<file path="config.mk">
export PLATFORM = sky130hd
export DESIGN_NAME = ibex_bus_arbiter
export DESIGN_NICKNAME = d
export VERILOG_FILES = /design/src/rtl/ibex_pkg.sv /design/src/rtl/ibex_arb_src_fifo.sv /design/src/rtl/ibex_bus_arbiter.sv
export SDC_FILE = /design/constraint.sdc
export NUM_CORES = 1
export LEC_CHECK = 0
export ABC_AREA = 1
export CAP_MARGIN = 20
export CORE_AREA = 4 4 107 109
export CTS_CLUSTER_SIZE = 25
export DETAILED_ROUTE_END_ITERATION = 12
export DIE_AREA = 0 0 111 113
export PLACE_DENSITY = 0.65
export SYNTH_ARGS = -nofsm -noshare
export SYNTH_HDL_FRONTEND = slang
export SYNTH_HIERARCHICAL = 1
export SYNTH_SLANG_ARGS = --single-unit
</file>
<file path="constraint.sdc">
create_clock -name clk_i -period 2.2 [get_ports clk_i]
set_input_delay 0.55 -clock clk_i [delete_from_list [all_inputs] [get_ports clk_i]]
set_output_delay 0.55 -clock clk_i [all_outputs]
set_load 0.02 [all_outputs]
</file>
<file path="src/rtl/ibex_pkg.sv">
// Shared types for the ibex bus arbiter: the requester ID that is queued for each
// granted memory transaction.
package ibex_pkg;

  typedef enum logic {
    SRC_INSTR = 1'b0,
    SRC_DATA  = 1'b1
  } arb_src_e;

  localparam arb_src_e ARB_SRC_INSTR = SRC_INSTR;
  localparam arb_src_e ARB_SRC_DATA  = SRC_DATA;

endpackage

</file>
<file path="src/rtl/ibex_arb_src_fifo.sv">
// In-order queue of requester IDs for granted but not yet answered memory transactions.
// A push while full or a pop while empty is ignored.
module ibex_arb_src_fifo
  import ibex_pkg::*;
#(
  parameter int unsigned Depth = 2
) (
  input  logic     clk,
  input  logic     rst_n,
  input  logic     push,
  input  arb_src_e push_src,
  input  logic     pop,
  output logic     full,
  output logic     empty,
  output arb_src_e head
);

  localparam int unsigned PtrW = (Depth > 1) ? $clog2(Depth) : 1;
  localparam int unsigned CntW = $clog2(Depth + 1);

  arb_src_e        slots [Depth];
  logic [PtrW-1:0] wr_ptr;
  logic [PtrW-1:0] rd_ptr;
  logic [CntW-1:0] count;
  logic            do_push;
  logic            do_pop;

  // Pointers wrap at Depth, which need not be a power of two.
  function automatic logic [PtrW-1:0] ptr_inc(input logic [PtrW-1:0] p);
    return (p == PtrW'(Depth - 1)) ? '0 : p + PtrW'(1);
  endfunction

  assign full    = (count == CntW'(Depth));
  assign empty   = (count == '0);
  assign head    = slots[rd_ptr];
  assign do_push = push && !full;
  assign do_pop  = pop && !empty;

  always_ff @(posedge clk or negedge rst_n) begin
    if (!rst_n) begin
      wr_ptr <= '0;
      rd_ptr <= '0;
      count  <= '0;
      for (int i = 0; i < int'(Depth); i++) slots[i] <= ARB_SRC_INSTR;
    end else begin
      if (do_push) begin
        slots[wr_ptr] <= push_src;
        wr_ptr        <= ptr_inc(wr_ptr);
      end
      if (do_pop) rd_ptr <= ptr_inc(rd_ptr);
      case ({do_push, do_pop})
        2'b10:   count <= count + CntW'(1);
        2'b01:   count <= count - CntW'(1);
        default: count <= count;
      endcase
    end
  end

endmodule

</file>
<file path="src/rtl/ibex_bus_arbiter.sv">
// Shares one OBI memory port between instruction fetch and LSU, routing in-order responses
// back to their issuer. Define IBEX_BUS_ARB_RR_EN for round-robin instead of data > instr.
module ibex_bus_arbiter
  import ibex_pkg::*;
#(
  parameter int unsigned MaxOutstanding = 2
) (
  input  logic        clk_i,
  input  logic        rst_ni,
  input  logic        instr_req_i,
  input  logic [31:0] instr_addr_i,
  output logic        instr_gnt_o,
  output logic        instr_rvalid_o,
  output logic [31:0] instr_rdata_o,
  output logic        instr_err_o,
  input  logic        data_req_i,
  input  logic        data_we_i,
  input  logic [3:0]  data_be_i,
  input  logic [31:0] data_addr_i,
  input  logic [31:0] data_wdata_i,
  output logic        data_gnt_o,
  output logic        data_rvalid_o,
  output logic [31:0] data_rdata_o,
  output logic        data_err_o,
  output logic        mem_req_o,
  output logic        mem_we_o,
  output logic [3:0]  mem_be_o,
  output logic [31:0] mem_addr_o,
  output logic [31:0] mem_wdata_o,
  input  logic        mem_gnt_i,
  input  logic        mem_rvalid_i,
  input  logic [31:0] mem_rdata_i,
  input  logic        mem_err_i
);

  arb_src_e sel;
  arb_src_e lock_src_q;
  arb_src_e head;
  logic     lock_q;
  logic     sel_req;
  logic     grant;
  logic     resp_pop;
  logic     fifo_full;
  logic     fifo_empty;

`ifdef IBEX_BUS_ARB_RR_EN
  arb_src_e rr_q;
`endif

  // A pending ungranted request keeps its owner so address/attributes stay stable.
  always_comb begin
    sel = ARB_SRC_INSTR;
    if (lock_q) begin
      sel = lock_src_q;
    end else if (data_req_i && instr_req_i) begin
`ifdef IBEX_BUS_ARB_RR_EN
      sel = rr_q;
`else
      sel = ARB_SRC_DATA;
`endif
    end else if (data_req_i) begin
      sel = ARB_SRC_DATA;
    end
  end

  assign sel_req     = (sel == ARB_SRC_DATA) ? data_req_i : instr_req_i;
  assign mem_req_o   = rst_ni && sel_req && !fifo_full;
  assign grant       = mem_req_o && mem_gnt_i;
  assign instr_gnt_o = grant && (sel == ARB_SRC_INSTR);
  assign data_gnt_o  = grant && (sel == ARB_SRC_DATA);

  always_comb begin
    mem_we_o    = 1'b0;
    mem_be_o    = 4'h0;
    mem_addr_o  = '0;
    mem_wdata_o = '0;
    if (mem_req_o) begin
      if (sel == ARB_SRC_DATA) begin
        mem_we_o    = data_we_i;
        mem_be_o    = data_be_i;
        mem_addr_o  = data_addr_i;
        mem_wdata_o = data_wdata_i;
      end else begin
        mem_be_o   = 4'hF;
        mem_addr_o = instr_addr_i;
      end
    end
  end

  // Responses with nothing outstanding are dropped rather than misrouted.
  assign resp_pop       = mem_rvalid_i && !fifo_empty;
  assign instr_rvalid_o = resp_pop && (head == ARB_SRC_INSTR);
  assign data_rvalid_o  = resp_pop && (head == ARB_SRC_DATA);
  assign instr_rdata_o  = instr_rvalid_o ? mem_rdata_i : '0;
  assign data_rdata_o   = data_rvalid_o ? mem_rdata_i : '0;
  assign instr_err_o    = instr_rvalid_o && mem_err_i;
  assign data_err_o     = data_rvalid_o && mem_err_i;

  always_ff @(posedge clk_i or negedge rst_ni) begin
    if (!rst_ni) begin
      lock_q     <= 1'b0;
      lock_src_q <= ARB_SRC_INSTR;
    end else begin
      lock_q     <= mem_req_o && !mem_gnt_i;
      lock_src_q <= sel;
    end
  end

`ifdef IBEX_BUS_ARB_RR_EN
  always_ff @(posedge clk_i or negedge rst_ni) begin
    if (!rst_ni) begin
      rr_q <= ARB_SRC_INSTR;
    end else if (grant) begin
      rr_q <= (sel == ARB_SRC_DATA) ? ARB_SRC_INSTR : ARB_SRC_DATA;
    end
  end
`endif

  ibex_arb_src_fifo #(
    .Depth(MaxOutstanding)
  ) u_src_fifo (
    .clk     (clk_i),
    .rst_n   (rst_ni),
    .push    (grant),
    .push_src(sel),
    .pop     (resp_pop),
    .full    (fifo_full),
    .empty   (fifo_empty),
    .head    (head)
  );

  gnt_onehot: assert property (@(posedge clk_i) disable iff (!rst_ni)
    !(instr_gnt_o && data_gnt_o));

  no_rvalid_when_empty: assert property (@(posedge clk_i) disable iff (!rst_ni)
    !(mem_rvalid_i && fifo_empty));

endmodule

</file>
==> results list, run 1 <==
- Average footprint of a synthesized cell: 4.87 um2
* DR iter-0 viols: between 150 and 200
- GRT overflow: 0
- Worst-Skew Late Latency: 0.23 ns
- For flop-to-flop paths, the worst setup slack is ~0.3 ns.
- Maximum number of pins on one net before global-route repair: 35
- In this run the tightest slew margin relative to its limit is 0.847.
* Layout cell share with drive strength beyond 1: 0.398
- Finish-stage setup viols: 0
- Power per standard cell area: about 700 nW/um2
* Number of buffer and inverter instances along the worst setup path: 5
- Post-place setup slack: -0.729 ns
- For this run, design rule violations remaining after detail routing come to 0.
* Final WL: 12,300 um
- Cts hold-fix bufs: 0
- Post-synth top area share: 0.252
- Commonest non-fill, non-tap cell in the layout: nand2_1
* Level count of the clock H-tree: 1
* Highest ir drop seen on vdd: 0.000365 V
* Flip-flop and latch count after synthesis: 8
- The min-delay analysis places its worst path in the category in -> async.
* Synthesized area: about 2100 um2
- The die covers 12,500 um2.
- The flow ran to the end, and the final reports show no timing, DRC or antenna violations.
* CP Launch Type: register
- Unrepaired setup endpoints after global routing: yes
- No sink is reached through more buffers than the 2 on the longest clock path.
- Library cell with the largest summed area after synthesis: nand2_1
- For this design, the slowest cell found on the critical path is dfrtp_1.
- Gate count of the mapped netlist: 431
* Final critical-path setup slack: between 0.009 and 0.01 ns
- TritonCTS built the clock tree.
- The critical path starts at u_src_fifo/count[1]$_DFFE_PN0P_.
- Grouping stages by cell kind, the critical path spends the most delay in buffers and inverters.
- In the post-synthesis netlist, the biggest area contributors are nand2_1 25%, nor2_1 24%, inv_1 15%.
- Data arrives at the worst endpoint at 1.64 ns.
* Delay of the slowest cell on the worst path: about 0.41 ns
* Sequential share of the synthesized area: 0.0954
* Type of the worst setup path: reg -> out
* Number of core rows: 38
- The clock arrives with 0.00346 ns of skew.
* Reg-to-reg startpoint: u_src_fifo/count[1]$_DFFE_PN0P_
- Cell area after placement: 5050 um2
- After the flow finishes, the layout carries non-filler instances totaling 869.
* Final Slew Violations: 0
- The Yosys step of the flow raised 6 warnings.
- Traced cell by cell, the critical path runs through nand2_4, inv_2, nor2_2, nand2_1, inv_2, nand2_8, buf_12, buf_16, nor2_4, buf_6.
- Number of distinct library cells after synthesis: 17
- Detailed routing inserted a total of 3,618 vias.
- The number of endpoints with negative hold slack in the final report came to 0.
* Leakage power of the design: 2.98 nW
- During I/O placement, the number of pins put on the boundary was 280.
- The detail route stage leaves a number of antenna-violating nets equal to 0.
- For the pin with the worst max-slew slack, the measured transition is ~0.23 ns.
- The number of antenna violations at the first check in global routing is 0.
- The clock period could shrink to ~2.2 ns.
* DP Cell Count: 850
* Max Cap Viol: 0
- After detailed routing, the number of vias per cell comes to 4.16.
- For this configuration, the core starts out at a cell density of 0.198.
* Clock transition at the registers of the reported paths: 0.04 ns
* FF-to-FF End: u_src_fifo/count[1]$_DFFE_PN0P_
* Vertical extent of the die: 113 um
* Routed length per instance: 14.2 um
- Buffers inserted during clock tree synthesis total 3.
- Summing all non-filler instances in the final layout gives an area of roughly 5800 um2.
- At the end of routability-driven placement, the weighted congestion stood at 0.894.
- Net count of the mapped netlist: 572
- Once detailed placement completed, the half-perimeter wirelength came to around 9500 um.
- Most frequent cell on the critical path: inv_2
* Number of sinks handled by clock tree synthesis: 8
- Worst R2R Path Depth: 14
* Type of destination of the critical path: output pin
* Number of global-route vias before repair: around 3,700
- The first global-routing pass estimated 18,500 um of wire.
- In this run the worst path has a maximum fanout of 7.
- The count of buffers added on input and output ports is 279.
* Final period utilization: 0.996
- Highest achievable clock rate: about 460 MHz
- Placeable core region: 10,600 um2
- Summing internal, switching and leakage power gives ~4 mW.
* Diodes inserted: 0
- First-pass iteration count of the detailed router: 4
- Area overhead of the layout relative to synthesis: 174%
- Most frequent cells in the layout: 141 x nand2_1, 135 x clkdlybuf4s50_1, 82 x buf_4
* Die width: 111 um
- Worst Path Required: 1.65 ns
- Total Nets Final: about 870
* GRT Overall Usage: 0.178
- Clock tree synthesis selected as its root buffer the cell clkbuf_8.
[sequential cells by signal, indices dropped and copies added, names as in the netlist]
name,cells
lock_q,1
lock_src_q,1
u_src_fifo/count,2
u_src_fifo/rd_ptr,1
u_src_fifo/slots,2
u_src_fifo/wr_ptr,1
[metal layers]
layer  global-route usage  vias to the layer above  wire length, um
li1                     -                     1807                -
met1                0.168                     1606             4000
met2                0.376                      192             6970
met3               0.0610                       13             1190
met4               0.0222                        0              168
met5                    0                        -                0
[synthesized netlist by cell type]
| cell type | instances |
|---|---|
| nand2_1 | 141 |
| nor2_1 | 133 |
| inv_1 | 83 |
| buf_6 | 15 |
| nand2_2 | 13 |
| nor2_2 | 11 |
| dfrtp_1 | 8 |
| nand3_1 | 6 |
| buf_8 | 4 |
| nand2_4 | 4 |
| buf_4 | 3 |
| inv_2 | 3 |
| nand4_1 | 3 |
| buf_12 | 1 |
| ha_1 | 1 |
| nand3_2 | 1 |
| xnor2_1 | 1 |
[logic make-up (layout without fill, tap and decap cells)]
logic type / Yosys count / after routing / synth area share
XOR/XNOR: 1 / 1 / 0.00417
adder cells (fa/ha/maj): 1 / 1 / 0.00596
flip-flops: 8 / 8 / 0.0954
buffers and inverters: 109 / 407 / 0.283
AND/OR/NAND/NOR: 312 / 312 / 0.611
[cell type report]
class,instances,area (um2)
clock buffer,3,41.3
tap,140,175
inverter,86,325
timing repair buffer,318,3240
sequential,8,200
fill,1001,4850
multi-input combinational,314,1780
[how the worst max path moves through the flow]
| stage | endpoint | depth (start not counted) |
|---|---|---|
| floorplan | data_rdata_o[22] | 7 |
| global placement | mem_addr_o[18] | 9 |
| detailed placement | mem_addr_o[5] | 9 |
| CTS | mem_addr_o[5] | 10 |
| global route | mem_addr_o[17] | 10 |
| finish | mem_addr_o[17] | 10 |
[power breakdown]
part / switching [mW] / internal [mW]
Combinational: 1.93 / 1.65
Clock: 0.0604 / 0.119
Sequential: 0.0471 / 0.209
Total: 2.03 / 1.98
[timing repair]
| item | in CTS | in global routing |
|---|---|---|
| pin swaps | 15 | 7 |
| hold endpoints to repair | 0 | 0 |
| setup buffers | 9 | 0 |
| gates resized for setup | 738 | 157 |
| endpoints found under the setup margin | 141 | 115 |
| cloned | 8 | 3 |
[stage by stage]
| step | TNS [ns] | hold slack (ns) | util |
|---|---|---|---|
| after global routing | -2.86 | 0.250 | 0.543 |
| after CTS | -0.116 | 0.241 | 0.505 |
| after floorplan | 0 | 0.254 | - |
| after global placement | -91.38 | 0.466 | 0.477 |
| after detailed placement | -89.81 | 0.476 | 0.477 |
| final | 0 | 0.239 | 0.543 |
Power figures use the tool's default switching activity.
==> run 2: changes to the inputs <==
--- a/config.mk
+++ b/config.mk
@@ -8,6 +8,7 @@
 export ABC_AREA = 1
 export CAP_MARGIN = 20
 export CORE_AREA = 4 4 107 109
+export CTS_BUF_LIST = sky130_fd_sc_hd__clkbuf_4 sky130_fd_sc_hd__clkbuf_8
 export CTS_CLUSTER_SIZE = 25
 export DETAILED_ROUTE_END_ITERATION = 12
 export DIE_AREA = 0 0 111 113
==> results of run 2 <==
Same layout as run 1: the final DEF is identical, and so are final timing and power.
